File: src/rtl/iobuf_arb_if.sv
// Requester/IOBUF bundle for iobuf_arb: three single-beat requesters plus the T/I/O pins of one IOBUF.
// Handshake: a requester holds req[k] (with wr[k] and its wdata slice stable) until it sees done[k]; done[k] is high for exactly one cycle (the XFER cycle) and the requester drops or renews req[k] at the edge that ends it.
interface iobuf_arb_if #(parameter int DW = 8);
  logic [2:0]      req;
  logic [2:0]      wr;
  logic [3*DW-1:0] wdata;
  logic [2:0]      gnt;
  logic [2:0]      done;
  logic [DW-1:0]   rdata;
  logic            rdata_vld;
  logic            busy;
  logic            buf_t;
  logic [DW-1:0]   buf_i;
  logic [DW-1:0]   buf_o;

  modport slave (
    input  req, wr, wdata, buf_o,
    output gnt, done, rdata, rdata_vld, busy, buf_t, buf_i
  );

  modport master (
    output req, wr, wdata, buf_o,
    input  gnt, done, rdata, rdata_vld, busy, buf_t, buf_i
  );
endinterface

File: src/rtl/iobuf_arb.sv
// Round-robin arbiter and direction sequencer for one shared IOBUF, with turnaround cycles between owners.
// Optional bus parking while idle is enabled by defining IOBUF_ARB_PARK_EN.
module iobuf_arb #(
  parameter int DW = 8,
  parameter int TA = 2
) (
  input  logic        clk,
  input  logic        rst,
  iobuf_arb_if.slave  bus,
  output logic [1:0]  o_dbg_state
);

`ifdef IOBUF_ARB_PARK_EN
  localparam bit PARK = 1'b1;
`else
  localparam bit PARK = 1'b0;
`endif

  typedef enum logic [1:0] {
    S_IDLE = 2'd0,
    S_PRE  = 2'd1,
    S_XFER = 2'd2,
    S_TURN = 2'd3
  } state_t;

  state_t          r_state, w_next;
  logic [1:0]      r_ptr, r_owner;
  logic            r_wr;
  logic [DW-1:0]   r_data;
  logic [3:0]      r_cnt;
  logic [2:0]      r_gnt;
  logic            r_buf_t;
  logic [DW-1:0]   r_buf_i;
  logic [DW-1:0]   r_rdata;
  logic            r_rdata_vld;

  logic [2:0]      w_rot;
  logic [2:0]      w_sum;
  logic [1:0]      w_sel;
  logic            w_sel_wr;
  logic [DW-1:0]   w_sel_data;
  logic            w_arb;
  logic [1:0]      w_owner;
  logic            w_wr;
  logic [DW-1:0]   w_data;
  logic [2:0]      w_gnt_n;
  logic            w_buf_t_n;
  logic [DW-1:0]   w_buf_i_n;

  // Rotate req so bit 0 is the current highest-priority requester, pick the first set bit.
  always_comb begin
    case (r_ptr)
      2'd1:    w_rot = {bus.req[0], bus.req[2:1]};
      2'd2:    w_rot = {bus.req[1:0], bus.req[2]};
      default: w_rot = bus.req;
    endcase
    if (w_rot[0])      w_sum = {1'b0, r_ptr};
    else if (w_rot[1]) w_sum = {1'b0, r_ptr} + 3'd1;
    else               w_sum = {1'b0, r_ptr} + 3'd2;
    w_sel = (w_sum >= 3'd3) ? 2'(w_sum - 3'd3) : w_sum[1:0];
  end

  always_comb begin
    case (w_sel)
      2'd1:    begin w_sel_wr = bus.wr[1]; w_sel_data = bus.wdata[DW +: DW];   end
      2'd2:    begin w_sel_wr = bus.wr[2]; w_sel_data = bus.wdata[2*DW +: DW]; end
      default: begin w_sel_wr = bus.wr[0]; w_sel_data = bus.wdata[0 +: DW];    end
    endcase
  end

  assign w_arb   = (r_state == S_IDLE) && (|bus.req);
  assign w_owner = (r_state == S_IDLE) ? w_sel      : r_owner;
  assign w_wr    = (r_state == S_IDLE) ? w_sel_wr   : r_wr;
  assign w_data  = (r_state == S_IDLE) ? w_sel_data : r_data;

  // Next-state logic
  always_comb begin
    w_next = r_state;
    case (r_state)
      S_IDLE: if (|bus.req) w_next = (PARK && !w_sel_wr && TA > 0) ? S_PRE : S_XFER;
      S_PRE:  if (r_cnt == 4'd0) w_next = S_XFER;
      S_XFER: begin
        if (r_wr) w_next = (!PARK && TA > 0) ? S_TURN : S_IDLE;
        else      w_next = (PARK && TA > 0)  ? S_TURN : S_IDLE;
      end
      S_TURN: if (r_cnt == 4'd0) w_next = S_IDLE;
      default: w_next = S_IDLE;
    endcase
  end

  // Output logic: values the registered outputs take in the next cycle.
  always_comb begin
    w_gnt_n   = 3'b000;
    w_buf_t_n = 1'b1;
    w_buf_i_n = r_buf_i;
    if (w_next == S_XFER) w_gnt_n = 3'(3'b001 << w_owner);
    if (w_next == S_XFER && w_wr) begin
      w_buf_t_n = 1'b0;
      w_buf_i_n = w_data;
    end else if (PARK && w_next == S_IDLE) begin
      w_buf_t_n = 1'b0;
      w_buf_i_n = '0;
    end
  end

  // State register and registered outputs
  always_ff @(posedge clk) begin
    if (rst) begin
      r_state     <= S_IDLE;
      r_ptr       <= 2'd0;
      r_owner     <= 2'd0;
      r_wr        <= 1'b0;
      r_data      <= '0;
      r_cnt       <= 4'd0;
      r_gnt       <= 3'b000;
      r_buf_t     <= 1'b1;
      r_buf_i     <= '0;
      r_rdata     <= '0;
      r_rdata_vld <= 1'b0;
    end else begin
      r_state <= w_next;
      if (w_arb) begin
        r_owner <= w_sel;
        r_wr    <= w_sel_wr;
        r_data  <= w_sel_data;
        r_ptr   <= (w_sel == 2'd2) ? 2'd0 : w_sel + 2'd1;
      end
      if (w_next != r_state && (w_next == S_PRE || w_next == S_TURN))
        r_cnt <= 4'(TA - 1);
      else if (r_cnt != 4'd0)
        r_cnt <= r_cnt - 4'd1;
      r_gnt   <= w_gnt_n;
      r_buf_t <= w_buf_t_n;
      r_buf_i <= w_buf_i_n;
      r_rdata_vld <= (r_state == S_XFER) && !r_wr;
      if (r_state == S_XFER && !r_wr) r_rdata <= bus.buf_o;
    end
  end

  assign bus.gnt       = r_gnt;
  assign bus.done      = r_gnt;
  assign bus.rdata     = r_rdata;
  assign bus.rdata_vld = r_rdata_vld;
  assign bus.busy      = (r_state != S_IDLE);
  assign bus.buf_t     = r_buf_t;
  assign bus.buf_i     = r_buf_i;
  assign o_dbg_state   = r_state;

endmodule
File: src/flat_wrapper.sv
// flat-port wrapper written by rule: the top's interface ports become plain ports
module iobuf_arb_flat 
#(
  parameter int DW = 8,
  parameter int TA = 2
)
  (clk, rst, o_dbg_state, bus_req, bus_wr, bus_wdata, bus_buf_o, bus_gnt, bus_done, bus_rdata, bus_rdata_vld, bus_busy, bus_buf_t, bus_buf_i);
  iobuf_arb_if #(.DW(DW)) bus_i ();
  input  logic clk;
  input  logic rst;
  output logic [1:0] o_dbg_state;
  input wire logic [$bits(bus_i.req)-1:0] bus_req;
  input wire logic [$bits(bus_i.wr)-1:0] bus_wr;
  input wire logic [$bits(bus_i.wdata)-1:0] bus_wdata;
  input wire logic [$bits(bus_i.buf_o)-1:0] bus_buf_o;
  output wire logic [$bits(bus_i.gnt)-1:0] bus_gnt;
  output wire logic [$bits(bus_i.done)-1:0] bus_done;
  output wire logic [$bits(bus_i.rdata)-1:0] bus_rdata;
  output wire logic [$bits(bus_i.rdata_vld)-1:0] bus_rdata_vld;
  output wire logic [$bits(bus_i.busy)-1:0] bus_busy;
  output wire logic [$bits(bus_i.buf_t)-1:0] bus_buf_t;
  output wire logic [$bits(bus_i.buf_i)-1:0] bus_buf_i;
  assign bus_i.req = bus_req;
  assign bus_i.wr = bus_wr;
  assign bus_i.wdata = bus_wdata;
  assign bus_i.buf_o = bus_buf_o;
  assign bus_gnt = bus_i.gnt;
  assign bus_done = bus_i.done;
  assign bus_rdata = bus_i.rdata;
  assign bus_rdata_vld = bus_i.rdata_vld;
  assign bus_busy = bus_i.busy;
  assign bus_buf_t = bus_i.buf_t;
  assign bus_buf_i = bus_i.buf_i;
  iobuf_arb #(.DW(DW), .TA(TA)) u_core (.clk(clk), .rst(rst), .bus(bus_i), .o_dbg_state(o_dbg_state));
endmodule
File: config.mk
export PLATFORM = sky130hd
export DESIGN_NAME = iobuf_arb_flat
export DESIGN_NICKNAME = d
export VERILOG_FILES = /design/src/rtl/iobuf_arb_if.sv /design/src/rtl/iobuf_arb.sv /design/src/flat_wrapper.sv
export SDC_FILE = /design/constraint.sdc
export NUM_CORES = 1
export LEC_CHECK = 0
export ABC_CLOCK_PERIOD_IN_PS = 4200
export BUFFER_PORTS_ARGS = -buffer_cell sky130_fd_sc_hd__buf_2
export CAP_MARGIN = 30
export CORE_UTILIZATION = 30
export CTS_CLUSTER_DIAMETER = 100
export DETAILED_ROUTE_END_ITERATION = 8
export PLACE_DENSITY_LB_ADDON = 0.12
export REMOVE_ABC_BUFFERS = 1
export SLEW_MARGIN = 20
export SYNTH_ARGS = -nofsm -noshare
export SYNTH_HDL_FRONTEND = slang
export SYNTH_SLANG_ARGS = --single-unit
File: constraint.sdc
create_clock -name clk -period 4.2 [get_ports clk]
set_input_delay 0.21 -clock clk [delete_from_list [all_inputs] [get_ports clk]]
set_output_delay 0.21 -clock clk [all_outputs]
set_load 0.03 [all_outputs]
Word level (Yosys, flattened, before mapping)
Cells that the tools add are included.
{ "op_classes": {"addsub": 5, "n_lt_le_gt_ge": 1, "eq_ne": 11, "n_shift": 1, "muxes": 18, "bitwise": 1, "reduce_logical": 14} }
{ "ops": {"columns": ["op", "n"], "rows": [
  ["$pmux 8 s2", 1],
  ["$mux 2", 7],
  ["$eq 2x2->1 const B", 6],
  ["$eq 2x1->1 const B", 4],
  ["$mux 8", 1],
  ["$pmux 2 s4", 1],
  ["$mux 3", 2],
  ["$logic_and 1x1->1", 4],
  ["$logic_not 4->1", 1],
  ["$mux 1", 4],
  ["$pmux 2 s2", 1],
  ["$reduce_bool 2->1", 2],
  ["$reduce_bool 4->1", 1],
  ["$reduce_or 2->1", 2],
  ["$sub 4x1->4 const B", 1],
  ["$add 2x1->3 const B", 1],
  ["$add 2x2->3 const B", 1],
  ["$ge 3x2->1 const B", 1],
  ["$reduce_or 3->1", 1],
  ["$shl 1x2->3 const A", 1],
  ["$add 2x1->2 const B", 1],
  ["$logic_not 2->1", 1],
  ["$ne 2x2->1", 1],
  ["$pmux 1 s2", 1],
  ["other kinds (4)", 4]
]} }
{ "totals": {"regBits": 40, "inputBits": 40, "output_inout_bits": 27, "elab_cells": 63} }

Depth between registers and ports, before layout
{ "logic_depth": {"word_depth": 11, "mapped_depth": 22, "mapped_depth_nobuf": 19} }

Worst setup path after synthesis
Ideal clock, no wire load.
{ "synth_path": {"kind": "reg-to-reg", "startpoint": "reg u_core.r_ptr[0]", "endpoint": "reg u_core.r_buf_i[5] (netlist: u_core.bus.buf_i[5])", "setup_time_ps": 86, "t_arrival_ps": 3963, "required_ps": 4114, "path_slack_ps": 152, "stages_incl_launch_ff": 22, "n_path_buf": 3, "synth_period_minus_slack_ps": 4048, "cell_sequence": "dfxtp_1 > inv_1 > ha_1 > buf_2 > a221oi_1 > a211oi_1 > o21bai_2 > ha_1 > nor3_1 > a31oi_4 > nor2_2 > o22a_4 > inv_1 > ha_1 > clkbuf_1 > nor2_1 > a21oi_1 > a32oi_1 > nor2_1 > buf_2 > nor2_1 > a211oi_1"} }
{ "synth_between": {"elab_chain_len": 10, "word_cells_on_any_way": 17, "classes_between": "add/sub: 3; order compare: 1; eq/ne: 4; mux: 8; reduce/logical: 1"} }
{ "synth_rtl": {"columns": ["element", "line_no", "rtl"], "rows": [
  ["from (decl)", "iobuf_arb.sv:27", "logic [1:0] r_ptr, r_owner;"],
  ["from (signal assigned)", "iobuf_arb.sv:126", "r_ptr <= (w_sel == 2'd2) ? 2'd0 : w_sel + 2'd1;"],
  ["$eq 2x2->1 / $eq 2x1->1 (equally long branches)", "iobuf_arb.sv:52", "case (r_ptr)"],
  ["$pmux 2 s2", "iobuf_arb.sv:52", null],
  ["$mux 3", "iobuf_arb.sv:58", "else if (w_rot[1]) w_sum = {1'b0, r_ptr} + 3'd1;"],
  ["$mux 3 *", "iobuf_arb.sv:57", "if (w_rot[0]) w_sum = {1'b0, r_ptr};"],
  ["$ge 3x2->1 / $sub 2x2->2 (equally long branches)", "iobuf_arb.sv:60", "w_sel = (w_sum >= 3'd3) ? 2'(w_sum - 3'd3) : w_sum[1:0];"],
  ["$mux 2 *", "iobuf_arb.sv:60", null],
  ["named net u_core.w_sel[1]", "iobuf_arb.sv:39", "logic [1:0] w_sel;"],
  ["$eq 2x2->1 / $eq 2x1->1 (equally long branches)", "iobuf_arb.sv:64", "case (w_sel)"],
  ["$pmux 1 s2", "iobuf_arb.sv:64", null],
  ["$mux 1", "iobuf_arb.sv:73", "assign w_wr = (r_state == S_IDLE) ? w_sel_wr : r_wr;"],
  ["$logic_and 1x1->1", "iobuf_arb.sv:97", "if (w_next == S_XFER && w_wr) begin"],
  ["to (signal assigned)", "iobuf_arb.sv:134", "r_buf_i <= w_buf_i_n;"],
  ["to (decl)", "iobuf_arb.sv:33", "logic [DW-1:0] r_buf_i;"]
]} }
The timed path passes the listed nets; every way through them passes the cells marked *.
A chain may end at the register's enable or synchronous reset.

Final worst setup path
{ "layout_path": {"startpoint": "reg u_core.r_ptr[1]", "endpoint": "reg u_core.r_buf_i[1] (netlist: u_core.bus.buf_i[1])"} }
The elaborated chain is that of the path after synthesis.

==> impl_results.md <==
- Worst-Margin Slew: 0.841 ns
- Worst skew pair latency: 0.29 ns
- Starting Density: 31.1%
- Root Buffer: clkbuf_8
- Initial antenna violation count: 0
- Area delta synth->final: 25.7%
- Required time worst endpoint: 4.40 ns
- Max-cap viol count: 0
- Switching Share: 48.3%
- Final-report hold violation count: 0
- Net switching power: 1.30 mW
- Ordered list of cells on the worst path: inv_1, ha_1, a21o_1, or3_1, a22o_2, clkinv_2, ha_1, a31oi_2, a31oi_4, nor3_2, a21oi_2, inv_2, ha_1, a22oi_1, a21oi_2, a32oi_1, nor2_1, buf_4, a211oi_1
- Type of the worst setup path: register to register
- Clock share of power: 11.7%
- Post-Route Utilization: 39.1%
- Avg WL per Cell: 11.8 um
- Floorplan row count: 30
- Routed Antenna Nets: 0
- Setup TNS: 0 ns
- Worst-path clk slew: 0.08 ns
- Mapped Avg Cell Area: 8.07 um^2
- Critical Path Most Common Cell: ha_1
- CP max stage cell: dfxtp_2
- Final Skew: 0.00523 ns
- Max clock buf depth: 2
- Final Wtd Congestion: 0.797
- Final HPWL DP: 3.45 mm
- CTS H-tree lvls: 2
- Critical path's top delay family: compound AO/OA/AOI/OAI gates
- Total Routing Usage GR: 13.6%
- Slew HR: 43.7%
- Period Utilization, post-route: 91.6%
- Sequential cell area: 802 um^2
- Share of cells above drive strength 1: 31.1%
- YS warnings: 0
- Synth async-reset ratio: 0%
- Post-Syn Instances: 262
- Flop pwr share: 21.1%
- CTS tree: built
- Area of the mapped netlist: 2110 um^2
- Critical Path Source Type: register
- First-pass DRT Iterations: 4
- Die area: 7390 um^2
- Number of global-route vias before repair: 1755
- Power density cells: 1010 nW/um^2
- Post-Route WL: 4.92 mm
- Cts repair resizes: 0
- Clock buffer count from CTS: 5
- Worst VDD drop: 0.462 mV
- Post-synth top area share: 37.9%
- Bufs and invs on worst path: 4
- Crit path max fanout: 16
- Via count: 1941
- FF+latch count, synth: 40
- Die width: 86.0 um
- Global-route wire length before repair: 7.98 mm
- Gr ovfl total: 0
- P_int: 1.39 mW
- # fillers: 732
- Multi-input logic area: 1210 um^2
- EDFF count, synth: 0
- Synth top area cells: dfxtp_1 (38%), nor2_1 (9.1%), a21oi_1 (6.2%), ha_1 (5.3%), a211oi_1 (3.9%)
- Fin crit period: 3.85 ns
- Pin count of the biggest net entering global routing: 38
- Port bufs: 66
- Peak Freq: 0.260 GHz
- Final setup vio count: 0
- DRT iter0 DRCs: 99
- Pins over their slew limit: 0
- Hold_ws: 0.153 ns
- Post-synth cell types: 48
- Core area: 6790 um^2
- IO Pins: 67
- Outcome: finished, final reports clean
- # nets final: 370
- Leakage: 1.19 nW
- Hold buffer count at CTS: 0
- Sink Count: 40
- RSZ-0062 raised after global routing: false
- Worst path max stage delay: 0.43 ns
- CP Capture Type: register
- N_diodes: 0
- Die height: 86.0 um
- Synth Flop Type: dfxtp_1
- Post-synthesis sequential area ratio: 37.9%
- Min-delay worst type: input port to register
- Leading area contributor after synthesis: dfxtp_1
- Arrival time worst endpoint: 4.04 ns
- Vias per std cell: 4.64
- Combinational fraction of design power: 67.3%
- Post-CTS Setup Bufs: 0
- DRC: 0
layout by cell type, fill, tap and decap left out, drive strengths merged, types with 2 or more instances in the layout:
master / instances
a22oi: 10
buf: 71
a21oi: 27
or3b: 2
inv: 11
o21ai: 12
a31oi: 2
clkinv: 2
ha: 9
nand2b: 2
a21o: 2
mux2i: 8
dfxtp: 40
a211oi: 11
nor3: 7
xnor2: 2
nand2: 22
nor3b: 3
clkbuf: 5
nand3b: 3
or3: 2
nor2: 52
power groups by stage:
| stage | sequential (mW) | clock, mW | combinational (mW) |
|---|---|---|---|
| final | 0.566 | 0.314 | 1.81 |
| after floorplan | 0.675 | 0 | 1.21 |
| after global placement | 0.569 | 0 | 1.78 |
| after global routing | 0.580 | 0.343 | 2.08 |
| after detailed placement | 0.570 | 0 | 1.78 |
| after CTS | 0.563 | 0.326 | 1.80 |
final cells by class:
| cell class | instances | area share (%) |
|---|---|---|
| Multi-Input combinational cell | 191 | 45.6 |
| Clock inverter | 3 | 1.60 |
| Timing Repair Buffer | 71 | 13.8 |
| Sequential cell | 40 | 30.2 |
| Inverter | 12 | 1.74 |
| Clock buffer | 5 | 2.59 |
| Tap cell | 96 | 4.52 |
path summary, 6_finish.rpt:
kind | start | endpoint | slack, ns | cells after the start
max reg2reg | u_core.r_ptr[1] | u_core.bus.buf_i[1] | 0.35 | 19
max | u_core.r_ptr[1] | u_core.bus.buf_i[1] | 0.35 | 19
min | bus_buf_o[2] | u_core.bus.rdata[2] | 0.15 | 3
min reg2reg | u_core.bus.rdata[3] | u_core.bus.rdata[3] | 0.49 | 2
stage by stage:
step                setup WS [ns]  total power, mW  instance area [um^2]  cells
floorplan                  0.0770             1.88                  2020    243
global placement            0.274             2.34                  2510    410
detailed placement          0.162             2.35                  2510    410
CTS                        0.0916             2.68                  2620    418
global route               0.0138             3.00                  2660    418
finish                      0.352             2.69                  2660    418
synth_stat cells, types with 2 or more instances:
cell / instances
a211oi_1: 11
a21oi_1: 26
a22oi_1: 10
buf_1: 2
buf_2: 4
buf_4: 3
clkbuf_1: 9
dfxtp_1: 40
ha_1: 9
inv_1: 10
mux2i_1: 8
nand2_1: 22
nand2b_1: 2
nand3b_1: 3
nor2_1: 51
nor3_1: 6
nor3b_1: 3
o21ai_0: 12
xnor2_1: 2
routing by layer:
| layer | wire [um] | part of all wire [%] | GRT usage (%) | vias up |
|---|---|---|---|---|
| li1 | - | - | - | 1025 |
| met1 | 2490 | 51 | 17.3 | 869 |
| met2 | 2200 | 45 | 23.1 | 45 |
| met3 | 204 | 4.1 | 3.27 | 2 |
| met4 | 25 | 0.51 | 3.18 | 0 |
| met5 | 0 | 0 | 0 | - |
sequential cells by signal, indices dropped and copies added, names as in the netlist, 2 cells and up:
name,flops
u_core.bus.buf_i,8
u_core.bus.done,3
u_core.bus.rdata,8
u_core.o_dbg_state,2
u_core.r_cnt,4
u_core.r_data,8
u_core.r_owner,2
u_core.r_ptr,2
kinds of logic after synthesis:
| family | count (synthesis) | synth area share [%] |
|---|---|---|
| AO/OA/AOI/OAI | 74 | 24.1 |
| XOR/XNOR | 2 | 0.829 |
| adder cells (fa/ha/maj) | 9 | 5.33 |
| buffers and inverters | 31 | 6.69 |
| flip-flops | 40 | 37.9 |
| multiplexers | 9 | 4.32 |
| AND/OR/NAND/NOR | 97 | 20.8 |
worst min-delay path: stages:
cell,delay [ns]
buf_2,0.07
mux2i_1,0.05
nor2_1,0.07
(Power assumes the default switching activity.)
